`config.mk`:
```
export PLATFORM = sky130hd
export DESIGN_NAME = i_ram_load_controller_flat
export DESIGN_NICKNAME = d
export VERILOG_FILES = /design/src/rtl/i_ram_load_controller_if.sv /design/src/rtl/i_ram_load_controller.sv /design/src/flat_wrapper.sv
export SDC_FILE = /design/constraint.sdc
export NUM_CORES = 1
export LEC_CHECK = 0
export CORE_ASPECT_RATIO = 1.25
export CORE_MARGIN = 3
export CORE_UTILIZATION = 30
export CTS_CLUSTER_DIAMETER = 120
export CTS_CLUSTER_SIZE = 25
export DETAILED_ROUTE_END_ITERATION = 10
export SYNTH_ARGS = -nofsm -noshare
export SYNTH_HDL_FRONTEND = slang
export SYNTH_SLANG_ARGS = --single-unit
```
`constraint.sdc`:
```
create_clock -name clock -period 4.91 [get_ports clock]
set_input_delay 0.982 -clock clock [delete_from_list [all_inputs] [get_ports clock]]
set_output_delay 0.982 -clock clock [all_outputs]
set_load 0.02 [all_outputs]
```
`src/rtl/i_ram_load_controller_if.sv`:
```
// Loader bundle: byte stream, CPU fetch address and instruction RAM ports.
// slave = controller side, master = host/CPU/RAM side.
interface i_ram_load_controller_if #(
    parameter int ADDRESS_WIDTH = 10
);
    logic                     load_request;
    logic [7:0]               byte_in;
    logic                     byte_valid;
    logic                     byte_ready;
    logic [ADDRESS_WIDTH-1:0] cpu_address;
    logic [ADDRESS_WIDTH-1:0] address;
    logic [ADDRESS_WIDTH-1:0] i_ram_writing_address;
    logic [31:0]              i_ram_input;
    logic                     flag_write_i_ram;
    logic                     cpu_stall;
    logic                     load_done;
    logic                     load_error;
    logic [ADDRESS_WIDTH:0]   words_loaded;

    modport slave (
        input  load_request, byte_in, byte_valid, cpu_address,
        output byte_ready, address, i_ram_writing_address,
        output i_ram_input, flag_write_i_ram, cpu_stall,
        output load_done, load_error, words_loaded
    );

    modport master (
        output load_request, byte_in, byte_valid, cpu_address,
        input  byte_ready, address, i_ram_writing_address,
        input  i_ram_input, flag_write_i_ram, cpu_stall,
        input  load_done, load_error, words_loaded
    );
endinterface

```
`src/rtl/i_ram_load_controller.sv`:
```
// Byte-stream program loader and I-RAM arbiter between loader and CPU fetch.
// Define I_RAM_LOADER_CHECKSUM_EN to require a trailing XOR checksum byte.
module i_ram_load_controller #(
    parameter int ADDRESS_WIDTH = 10,
    parameter int MAX_WORDS     = 1024
) (
    input logic                     clock,
    input logic                     reset,
    i_ram_load_controller_if.slave  bus
);
`ifdef I_RAM_LOADER_CHECKSUM_EN
    localparam bit CSUM_EN = 1'b1;
`else
    localparam bit CSUM_EN = 1'b0;
`endif

    typedef enum logic [2:0] {
        IDLE, COUNT_HI, COUNT_LO, DATA, WRITE, CHECK, DONE
    } state_t;

    state_t                   state_q, state_d;
    logic [15:0]              count_q, count_d;
    logic [23:0]              word_q, word_d;
    logic [1:0]               idx_q, idx_d;
    logic [ADDRESS_WIDTH-1:0] ptr_q, ptr_d;
    logic [ADDRESS_WIDTH:0]   words_q, words_d;
    logic                     err_q, err_d;
    logic [7:0]               csum_q, csum_d;
    logic                     flag_q, flag_d;
    logic                     done_q, done_d;
    logic                     stall_q, stall_d;
    logic [ADDRESS_WIDTH-1:0] waddr_q, waddr_d;
    logic [31:0]              wdata_q, wdata_d;
    logic [15:0]              count_full;
    logic                     xfer;

    assign bus.byte_ready = (state_q == COUNT_HI) || (state_q == COUNT_LO) ||
                            (state_q == DATA) || (state_q == CHECK);
    // Stalled fetch is pinned to 0 so the CPU restarts at the reset vector.
    assign bus.address    = (state_q == IDLE) ? bus.cpu_address : '0;

    assign xfer       = bus.byte_valid && bus.byte_ready;
    assign count_full = {count_q[15:8], bus.byte_in};

    always_comb begin
        state_d = state_q;
        count_d = count_q;
        word_d  = word_q;
        idx_d   = idx_q;
        ptr_d   = ptr_q;
        words_d = words_q;
        err_d   = err_q;
        csum_d  = csum_q;
        flag_d  = 1'b0;
        waddr_d = waddr_q;
        wdata_d = wdata_q;
        unique case (state_q)
            IDLE: begin
                if (bus.load_request) begin
                    state_d = COUNT_HI;
                    err_d   = 1'b0;
                    words_d = '0;
                    ptr_d   = '0;
                    idx_d   = '0;
                    csum_d  = '0;
                end
            end
            COUNT_HI: begin
                if (xfer) begin
                    count_d[15:8] = bus.byte_in;
                    csum_d        = csum_q ^ bus.byte_in;
                    state_d       = COUNT_LO;
                end
            end
            COUNT_LO: begin
                if (xfer) begin
                    count_d = count_full;
                    csum_d  = csum_q ^ bus.byte_in;
                    if (count_full == 16'd0) begin
                        state_d = CSUM_EN ? CHECK : DONE;
                    end else if (32'(count_full) > MAX_WORDS) begin
                        err_d   = 1'b1;
                        state_d = IDLE;
                    end else begin
                        state_d = DATA;
                    end
                end
            end
            DATA: begin
                if (xfer) begin
                    word_d = {word_q[15:0], bus.byte_in};
                    csum_d = csum_q ^ bus.byte_in;
                    idx_d  = idx_q + 2'd1;
                    if (idx_q == 2'd3) begin
                        state_d = WRITE;
                        flag_d  = 1'b1;
                        waddr_d = ptr_q;
                        wdata_d = {word_q, bus.byte_in};
                    end
                end
            end
            WRITE: begin
                ptr_d   = ptr_q + 1'b1;
                words_d = words_q + 1'b1;
                if (32'(words_q) + 32'd1 == 32'(count_q)) begin
                    state_d = CSUM_EN ? CHECK : DONE;
                end else begin
                    state_d = DATA;
                end
            end
            CHECK: begin
                if (xfer) begin
                    if (bus.byte_in != csum_q) begin
                        err_d = 1'b1;
                    end
                    state_d = DONE;
                end
            end
            DONE: begin
                state_d = IDLE;
            end
            default: begin
                state_d = IDLE;
            end
        endcase
        done_d  = (state_d == DONE) && !err_d;
        stall_d = (state_d != IDLE);
    end

    always_ff @(posedge clock) begin
        if (reset) begin
            state_q <= IDLE;
            count_q <= '0;
            word_q  <= '0;
            idx_q   <= '0;
            ptr_q   <= '0;
            words_q <= '0;
            err_q   <= 1'b0;
            csum_q  <= '0;
            flag_q  <= 1'b0;
            done_q  <= 1'b0;
            stall_q <= 1'b0;
            waddr_q <= '0;
            wdata_q <= '0;
        end else begin
            state_q <= state_d;
            count_q <= count_d;
            word_q  <= word_d;
            idx_q   <= idx_d;
            ptr_q   <= ptr_d;
            words_q <= words_d;
            err_q   <= err_d;
            csum_q  <= csum_d;
            flag_q  <= flag_d;
            done_q  <= done_d;
            stall_q <= stall_d;
            waddr_q <= waddr_d;
            wdata_q <= wdata_d;
        end
    end

    assign bus.i_ram_writing_address = waddr_q;
    assign bus.i_ram_input           = wdata_q;
    assign bus.flag_write_i_ram      = flag_q;
    assign bus.cpu_stall             = stall_q;
    assign bus.load_done             = done_q;
    assign bus.load_error            = err_q;
    assign bus.words_loaded          = words_q;
endmodule

```
`src/flat_wrapper.sv`:
```
// flat-port wrapper written by rule: the top's interface ports become plain ports
module i_ram_load_controller_flat 
#(
    parameter int ADDRESS_WIDTH = 10,
    parameter int MAX_WORDS     = 1024
)
  (clock, reset, bus_load_request, bus_byte_in, bus_byte_valid, bus_cpu_address, bus_byte_ready, bus_address, bus_i_ram_writing_address, bus_i_ram_input, bus_flag_write_i_ram, bus_cpu_stall, bus_load_done, bus_load_error, bus_words_loaded);
  i_ram_load_controller_if #(.ADDRESS_WIDTH(ADDRESS_WIDTH)) bus_i ();
  input logic clock;
  input logic reset;
  input wire logic [$bits(bus_i.load_request)-1:0] bus_load_request;
  input wire logic [$bits(bus_i.byte_in)-1:0] bus_byte_in;
  input wire logic [$bits(bus_i.byte_valid)-1:0] bus_byte_valid;
  input wire logic [$bits(bus_i.cpu_address)-1:0] bus_cpu_address;
  output wire logic [$bits(bus_i.byte_ready)-1:0] bus_byte_ready;
  output wire logic [$bits(bus_i.address)-1:0] bus_address;
  output wire logic [$bits(bus_i.i_ram_writing_address)-1:0] bus_i_ram_writing_address;
  output wire logic [$bits(bus_i.i_ram_input)-1:0] bus_i_ram_input;
  output wire logic [$bits(bus_i.flag_write_i_ram)-1:0] bus_flag_write_i_ram;
  output wire logic [$bits(bus_i.cpu_stall)-1:0] bus_cpu_stall;
  output wire logic [$bits(bus_i.load_done)-1:0] bus_load_done;
  output wire logic [$bits(bus_i.load_error)-1:0] bus_load_error;
  output wire logic [$bits(bus_i.words_loaded)-1:0] bus_words_loaded;
  assign bus_i.load_request = bus_load_request;
  assign bus_i.byte_in = bus_byte_in;
  assign bus_i.byte_valid = bus_byte_valid;
  assign bus_i.cpu_address = bus_cpu_address;
  assign bus_byte_ready = bus_i.byte_ready;
  assign bus_address = bus_i.address;
  assign bus_i_ram_writing_address = bus_i.i_ram_writing_address;
  assign bus_i_ram_input = bus_i.i_ram_input;
  assign bus_flag_write_i_ram = bus_i.flag_write_i_ram;
  assign bus_cpu_stall = bus_i.cpu_stall;
  assign bus_load_done = bus_i.load_done;
  assign bus_load_error = bus_i.load_error;
  assign bus_words_loaded = bus_i.words_loaded;
  i_ram_load_controller #(.ADDRESS_WIDTH(ADDRESS_WIDTH), .MAX_WORDS(MAX_WORDS)) u_core (.clock(clock), .reset(reset), .bus(bus_i));
endmodule
```
==> results, run 1 <==
- The hold buffer count at cts is 0.
- The class of the worst hold path is reg -> reg.
- The number of setup buffers added after CTS is 0.
- In the finished design, the share of the clock period the worst path needs comes to between 60% and 70%.
- By area, the combinational part of the netlist is dominated by simple AND/OR/NAND/NOR gates.
- The later-pin clock latency in the skew report is slightly above 400 ps.
- In the routed design, unresolved DRC markers number 0.
- The initial antenna violation count is 0.
- Across the VDD grid, the largest voltage drop is 157.6 uV.
- The start-to-end type of the worst setup path is in -> out.
- The hold violation total from the final report came to 0.
- The worst path required time is about 4000 ps.
- The critical path goes through clkdlybuf4s50_1 -> and2_1 -> clkdlybuf4s50_1.
- The first global-routing pass estimated 22.16 mm of wire.
- Dividing total power by cell area gives a power density of 350.7 nW/um^2.
- The run finished with clean final reports.
- The height of the chip is 153.7 um.
- For this run, global-route usage on met2 was measured as approximately a quarter.
- STA classifies the critical path endpoint as a primary output.
- Counting distinct cell types in the post-synthesis netlist gives between 40 and 50.
- The global routing stage identified its most utilized layer as met2.
- The detail route stage leaves a number of antenna-violating nets equal to 0.
- The cell family with the largest share of critical-path delay is buffers and inverters.
- The initialized floorplan defines 53 standard-cell rows.
- Of the total synthesized cell area, the portion taken by XOR and XNOR cells is 3.344%.
- The via count of the first global-routing pass is between 4000 and 5000.
- Once the floorplan was initialized, standard cells occupied 30.85% of the core.
- The slew at the pin closest to its max-slew limit is about 1100 ps.
- The number of I/O port buffers is roughly 90.
- The worst pin sits at a relative slew slack of around 27%.
- The clock net in this run drives a total of 120 sinks.
- The number of maximum-capacitance violations is 0.
- In this run, the combinational gates consume 10.3% of the power.
- Net switching is between 20% and 30% of the power.
- The first-pass iteration count of the detailed router is 5.
- The final max-slew violation count came to 0.
- The compound-cell area share of the yosys netlist is 15.58%.
- The wire length reported by the detailed router is 13.25 mm.
- Setup repair after global routing left no endpoint under its margin.
- By area the synthesized netlist is led by sky130_fd_sc_hd__dfxtp_1 (46%), sky130_fd_sc_hd__nand2_1 (12%), sky130_fd_sc_hd__a21oi_1 (11%).
- The met3 usage is 3.495%.
- The number of instances in the synthesized netlist is approximately 670.
- After synthesis, the share of flip-flops with an asynchronous set or reset is 0%.
- The final-stage net count is between 700 and 800.
- The cell at the root of the clock tree is sky130_fd_sc_hd__clkbuf_16.
- For this run, global-route usage on met1 was measured as about 18%.
- The total of flip-flops plus latches after synthesis is 120.
- Summed over all cells, the static leakage comes to around 2.3 nW.
- The proportion of layout cells with a drive suffix above 1 is under 10%.
- The average via count per standard cell is 4.822.
- The clock-pin transition on the worst setup and hold timing paths is roughly 60 ps.
- The largest single stage delay on the critical path is approximately 610 ps.
- The top-level port count is 90.
- The most used flip-flop cell after synthesis is sky130_fd_sc_hd__dfxtp_1.
- The global-route total usage across every layer is between 10 and 15%.
- The post-synth net total is around 700.
- The post-cts sizing count is 0.
- The internal portion of the total power is between 0.0015 and 0.002 W.
- The maximum net fanout on the critical path is 1.
- The die covers between 15000 and 20000 um^2.
- The combined buffer and inverter count along the critical path is 2.
- The mean routed wirelength per cell is 13.63 um.
- For the worst setup path, the data arrival time is around 2200 ps.
- The clock skew is roughly 11 ps.
- The cell total after placement is between 900 and 1000.
- The placeable core region is roughly 17000 um^2.
- The synthesized design spends more area on one cell type than any other, namely sky130_fd_sc_hd__dfxtp_1.
- The sequential share of power is 42.6%.
- The minimum clock period is 3131 ps.
- With fillers left out, the area of the finished cells amounts to between 6000 and 7000 um^2.
- Once detailed placement completed, the half-perimeter wirelength came to ~9 mm.
- The post-synthesis adder-cell area fraction is less than 1%.
- The area growth from synthesis to layout is 30.17%.
- The routed layout has approximately 4700 vias.
- The part of the power in the clock network is a little under half.
- The total negative slack for setup checks is 0 ps.
- The cell area that synthesis handed to floorplanning was around 5200 um^2.
- Derived from the worst setup path, the maximum achievable clock frequency is 319.4 MHz.
- Counting stages on the worst path, the most repeated cell is sky130_fd_sc_hd__clkdlybuf4s50_1.
- Summed over all nets, the switching power comes to about 0.0006 W.
- Counting flops with a built-in enable in the synthesized netlist gives 0.
- For this run the aggregate overflow at the end of global routing stands at 0.
- 0 antenna diodes ended up in the layout.
- The maximum number of pins on one net before global-route repair is 84.
- Each instance of the synthesized netlist takes up on average a little under 8 um^2.
- The largest individual stage delay along the critical path comes from the cell sky130_fd_sc_hd__clkdlybuf4s50_1.
- The portion of the post-synthesis area used by sequential elements is between 40% and 50%.
- The element type at the critical path start is a primary input.
- The TritonCTS buffer count is 17.
- The final setup violation count is 0.
- The initial detailed-routing violation count is 210.
- At the end of routability-driven placement, the weighted congestion stood at 0.7745.
- The maximum count of clock buffers along a single path is 2.
- The H-tree level count is 4.
- The placement-stage cell area is between 6000 and 7000 um^2.
- The area share of and/or/nand/nor cells after synthesis is between 20 and 30%.
- The final cell count without fillers is approximately 1000.
- The number of warning messages in the yosys log is 0.
- The die span in x is between 100 and 150 um.
- TritonCTS built the clock tree.
- In this run the biggest area consumer among cell types represents 45.87% of the synthesized area.
- The total power is 0.002391 W.
- The portion of synthesized area spent on multiplexers is between 2 and 3%.
==> worst register-to-register path, stage by stage, from the launching register on <==
cell and delay (ps):
sky130_fd_sc_hd__dfxtp_1 680, sky130_fd_sc_hd__nor3_1 130, sky130_fd_sc_hd__buf_4 200, sky130_fd_sc_hd__a21oi_1 860
sky130_fd_sc_hd__a21oi_1 130, sky130_fd_sc_hd__a211oi_1 260
==> final timing paths <==
check	start	end	slack, ps	cells past startpoint
worst max-delay path	bus_cpu_address[6]	bus_address[6]	1780	3
worst min-delay path	u_core.word_q[22]$_SDFFE_PP0P_	u_core.bus.i_ram_input[30]$_SDFFE_PP0P_	450	2
worst max register to register	u_core.state_q[1]$_SDFF_PP0_	u_core.ptr_q[4]$_SDFFE_PP0P_	2580	5
worst min register to register	u_core.word_q[22]$_SDFFE_PP0P_	u_core.bus.i_ram_input[30]$_SDFFE_PP0P_	450	2
==> through the flow <==
stage / worst slack [ps] / hold WS (ps) / util [%]
floorplan: 2554 / 432.1 / -
global placement: 1527 / 441.4 / 36.99
detailed placement: 1435 / 446.6 / 36.99
CTS: 1752 / 448.1 / 40.16
global route: 1636 / 465.3 / 40.16
finish: 1779 / 445.7 / 40.16
==> registers in the layout, indices dropped and copies added, names as in the netlist <==
signal / flops
u_core.idx_q: 2
u_core.bus.load_done: 1
u_core.ptr_q: 10
u_core.bus.load_error: 1
u_core.bus.i_ram_writing_address: 10
u_core.bus.i_ram_input: 32
u_core.bus.flag_write_i_ram: 1
u_core.state_q: 3
u_core.count_q: 16
u_core.word_q: 24
u_core.bus.words_loaded: 11
u_core.csum_q: 8
u_core.bus.cpu_stall: 1
==> layer usage <==
metal,wire length (um),vias to the layer above
met1,5985,2181
met4,119,0
li1,-,2418
met3,484,8
met2,6658,80
met5,0,-
==> placed cells by master (no fill, tap or decap), types with 3 or more instances in the layout <==
master	count
sky130_fd_sc_hd__nand2_1	165
sky130_fd_sc_hd__dfxtp_1	120
sky130_fd_sc_hd__a21oi_1	116
sky130_fd_sc_hd__clkdlybuf4s50_1	88
sky130_fd_sc_hd__nor2_1	50
sky130_fd_sc_hd__nand3_1	20
sky130_fd_sc_hd__clkbuf_16	17
sky130_fd_sc_hd__and2_1	15
sky130_fd_sc_hd__nor2b_1	12
sky130_fd_sc_hd__xnor2_1	12
sky130_fd_sc_hd__o21ai_1	10
sky130_fd_sc_hd__buf_4	10
sky130_fd_sc_hd__xor2_1	8
sky130_fd_sc_hd__mux2i_1	8
sky130_fd_sc_hd__nor3_1	7
sky130_fd_sc_hd__nand3b_1	7
sky130_fd_sc_hd__nor4_1	6
sky130_fd_sc_hd__nand2b_1	5
sky130_fd_sc_hd__a211oi_1	4
sky130_fd_sc_hd__or3_1	4
sky130_fd_sc_hd__and3_1	4
sky130_fd_sc_hd__o21ai_0	4
sky130_fd_sc_hd__clkinvlp_4	4
sky130_fd_sc_hd__or4_1	3
sky130_fd_sc_hd__a31oi_1	3
sky130_fd_sc_hd__o31ai_1	3
sky130_fd_sc_hd__mux2_1	3
sky130_fd_sc_hd__ha_1	3
sky130_fd_sc_hd__clkbuf_1	3
sky130_fd_sc_hd__clkinv_2	3
==> logic make-up after synthesis <==
kind of cell,count (synthesis)
xor+xnor,20
flops,120
fa+ha+maj,3
compound gates,150
buf+inv,51
mux,13
simple gates,315
==> power by group through the flow <==
| stage | clock network [W] | logic (W) | registers, W |
|---|---|---|---|
| after floorplan | 0 | 0.000164 | 0.00103 |
| after global placement | 0 | 0.000248 | 0.00104 |
| after detailed placement | 0 | 0.000249 | 0.00104 |
| after CTS | 0.00116 | 0.000250 | 0.00102 |
| after global routing | 0.00120 | 0.000271 | 0.00102 |
| final | 0.00113 | 0.000246 | 0.00102 |
==> area by class of cell <==
| type | count | area [um^2] |
|---|---|---|
| Fill cell | 1808 | 10160 |
| Multi-Input combinational cell | 501 | 2639 |
| Sequential cell | 120 | 2402 |
| Timing Repair Buffer | 98 | 955.9 |
| Clock buffer | 20 | 436.7 |
| Tap cell | 220 | 275.3 |
| Clock inverter | 11 | 101.3 |
| Inverter | 2 | 7.507 |
==> synth_stat cells, types with 7 or more instances <==
library cell                 n
sky130_fd_sc_hd__nor3_1      7
sky130_fd_sc_hd__a21oi_1   116
sky130_fd_sc_hd__o21ai_1    10
sky130_fd_sc_hd__nand3_1    20
sky130_fd_sc_hd__nand3b_1    7
sky130_fd_sc_hd__nor2_1     50
sky130_fd_sc_hd__nor2b_1    13
sky130_fd_sc_hd__xor2_1      8
sky130_fd_sc_hd__and2_1     15
sky130_fd_sc_hd__dfxtp_1   120
sky130_fd_sc_hd__nand2_1   165
sky130_fd_sc_hd__clkbuf_1   40
sky130_fd_sc_hd__mux2i_1     8
sky130_fd_sc_hd__xnor2_1    12
Power figures use the tool's default switching activity.
==> run 2, diff against run 1 <==
==> constraint.sdc (replaced) <==
create_clock -name clock -period 3 [get_ports clock]
set_input_delay 0.6 -clock clock [delete_from_list [all_inputs] [get_ports clock]]
set_output_delay 0.6 -clock clock [all_outputs]
set_load 0.02 [all_outputs]
==> results, run 2 (synthesis results as in run 1) <==
- The global-route wire length before repair is between 20 and 25 mm.
- Setup repair after global routing left no endpoint under its margin.
- Global routing finished with a remaining overflow of 0.
- For this design the static power due to leakage is 2.330 nW.
- The height of the chip is roughly 150 um.
- The first routing iteration left roughly 220 violations.
- In this run, CTS created clock tree buffers numbering 17.
- The max-slew headroom at the worst pin is between 60% and 70%.
- Power comes to 0.004008 W.
- Before CTS, the worst setup slack after placement is between 400 and 500 ps.
- The via count of the first global-routing pass was between 4000 and 5000.
- The maximum clock frequency is between 300 and 400 MHz.
- The maximum net fanout on the critical path is 14.
- The final max-slew violation count was 0.
- In this run the cell area measured after placement is about 6300 um^2.
- The congestion estimate from routability-driven global placement came to between 0.8 and 0.9.
- For the final database, setup skew stands at about 5.2 ps.
- The placeable core region is 16980 um^2.
- The flow ran to the end, and the final reports show no timing, DRC or antenna violations.
- In the post-route analysis, the smallest setup slack over all paths is about 240 ps.
- The overall die area is 19090 um^2.
- The global-route total usage across every layer is between 10% and 20%.
- The clock-pin transition on the worst setup and hold timing paths is around 60 ps.
- The worst-case IR drop observed on VDD is ~330 uV.
- The initial antenna violation count came to 0.
- The number of I/O port buffers is between 80 and 90.
- The register with the most flip-flops in the layout has 32 of them.
- Counting the fill cells in the layout gives ~1800.
- The worst path required time is 2400 ps.
- The later-pin clock latency in the skew report is approximately 410 ps.
- The net count of the finished layout is between 700 and 800.
- STA classifies the critical path startpoint as a flip-flop.
- The start-to-end type of the worst setup path is reg -> out.
- 0 antenna diodes ended up in the layout.
- Data on the critical path arrives at its endpoint at about 2200 ps.
- The worst setup path is captured at a primary output.
- After layout, the worst path uses between 90% and 100% of the clock period.
- The top-level port count is 90.
- The total negative slack for setup checks is 0 ps.
- Summed over all layers, the routed wires come to 13.95 mm.
- The class of the worst hold path is reg -> reg.
- The mean routed wirelength per cell is 14.23 um.
- The hold violation total from the final report is 0.
- The number of vias in the routed layout is around 4700.
- The maximum number of pins on one net before global-route repair is 54.
- The power per unit of standard cell area is 580.8 nW/um^2.
- The cell at the root of the clock tree is sky130_fd_sc_hd__clkbuf_16.
- The slew at the pin closest to its max-slew limit is between 500 and 600 ps.
- The maximum count of clock buffers along a single path is 2.
- The initial utilization of the core area, before any placement, comes to between 30% and 40%.
- Counting every sink on the clock net gives between 100 and 150.
- The worst hold slack across all endpoints is 451.7 ps.
- The number of hold buffers added after CTS was 0.
- The H-tree level count is 4.
- The library cells used most frequently in the layout, excluding fill and tap cells, are sky130_fd_sc_hd__nand2_1 (165), sky130_fd_sc_hd__dfxtp_1 (120), sky130_fd_sc_hd__a21oi_1 (116), sky130_fd_sc_hd__clkdlybuf4s50_1 (88), sky130_fd_sc_hd__nor2_1 (50).
- From synthesis to final layout, the design area changed by 31.75%.
- The final design instance area without fill is slightly below 7000 um^2.
- The proportion of layout cells with a drive suffix above 1 is under 10%.
- The pre-antenna-repair detailed-routing pass consisted of 4 iterations.
- The average via count per standard cell is 4.824.
- The number of maximum-capacitance violations is 0.
- The HPWL after detailed placement is about 9.6 mm.
- The floorplan has 53 rows.
- The worst path in the final design needs a cycle of between 2000 and 3000 ps, including I/O delays and setup.
- Leaving out fill and tap cells, the most frequent cell in the layout is sky130_fd_sc_hd__nand2_1.
- The final setup violation count is 0.
- The instance count along the most critical hold path is 2.
- Post-CTS repair changed the size of 0 cells.
- The clock tree from TritonCTS is yes.
- Counting cells, the worst reg-to-reg path comes to 7.
- Once the clock tree was built, the setup fixing pass inserted 0 buffers.
- The count of nets left with antenna violations after detail routing is 0.
- The final routed DRC violation total is 0.
- From left edge to right edge, the die measures about 120 um.
run 2: cell types whose count changed in the layout (fill, tap and decap cells not counted):
cell	previous run	this run
sky130_fd_sc_hd__clkinv_2	3	5
sky130_fd_sc_hd__clkinvlp_4	4	5
sky130_fd_sc_hd__clkbuf_1	3	0
sky130_fd_sc_hd__buf_4	10	17
sky130_fd_sc_hd__inv_6	2	0
sky130_fd_sc_hd__clkbuf_8	0	3
run 2: power breakdown:
group          total, W  internal (W)  switching, W
registers       0.00166       0.00163     0.0000327
clock network   0.00192       0.00120      0.000727
logic          0.000427      0.000179      0.000248
run 2: through the flow:
stage / instances / util, %
6_report: 980 / 40.65
5_1_grt: 980 / 40.65
4_1_cts: 980 / 40.65
3_5_place_dp: 948 / 37.30
3_3_place_gp: 948 / 37.30
2_1_floorplan: 672 / -
run 2: final timing paths:
check,slack (ps),startpoint,end
setup / recovery,240,u_core.state_q[1]$_SDFF_PP0_,bus_address[6]
hold / removal,450,u_core.word_q[22]$_SDFFE_PP0P_,u_core.bus.i_ram_input[30]$_SDFFE_PP0P_
setup reg to reg,680,u_core.bus.words_loaded[0]$_SDFFE_PP0P_,u_core.bus.load_done$_SDFF_PP0_
hold reg to reg,450,u_core.word_q[22]$_SDFFE_PP0P_,u_core.bus.i_ram_input[30]$_SDFFE_PP0P_
run 2: cell type report:
type | instances | area [um^2] | area share (%)
tap | 220 | 275.3 | 3.989
timing repair buffer | 105 | 1008 | 14.61
inverter | 2 | 7.507 | 0.1088
multi-input combinational | 501 | 2639 | 38.24
clock buffer | 20 | 466.7 | 6.763
sequential | 120 | 2402 | 34.81
clock inverter | 12 | 101.3 | 1.469
run 2: worst max-delay path: stages, from the launching register on:
cell	delay, ps
sky130_fd_sc_hd__dfxtp_1	480
sky130_fd_sc_hd__nor3_1	300
sky130_fd_sc_hd__buf_4	230
sky130_fd_sc_hd__and2_1	130
sky130_fd_sc_hd__clkdlybuf4s50_1	610
run 2: layer usage:
layer | global-route usage [%] | up-vias | routed length [um]
met1 | 19.04 | 2223 | 6292
met2 | 24.87 | 76 | 6938
met3 | 3.606 | 13 | 511
met5 | 0 | - | 0
li1 | - | 2416 | -
met4 | 5.219 | 0 | 208
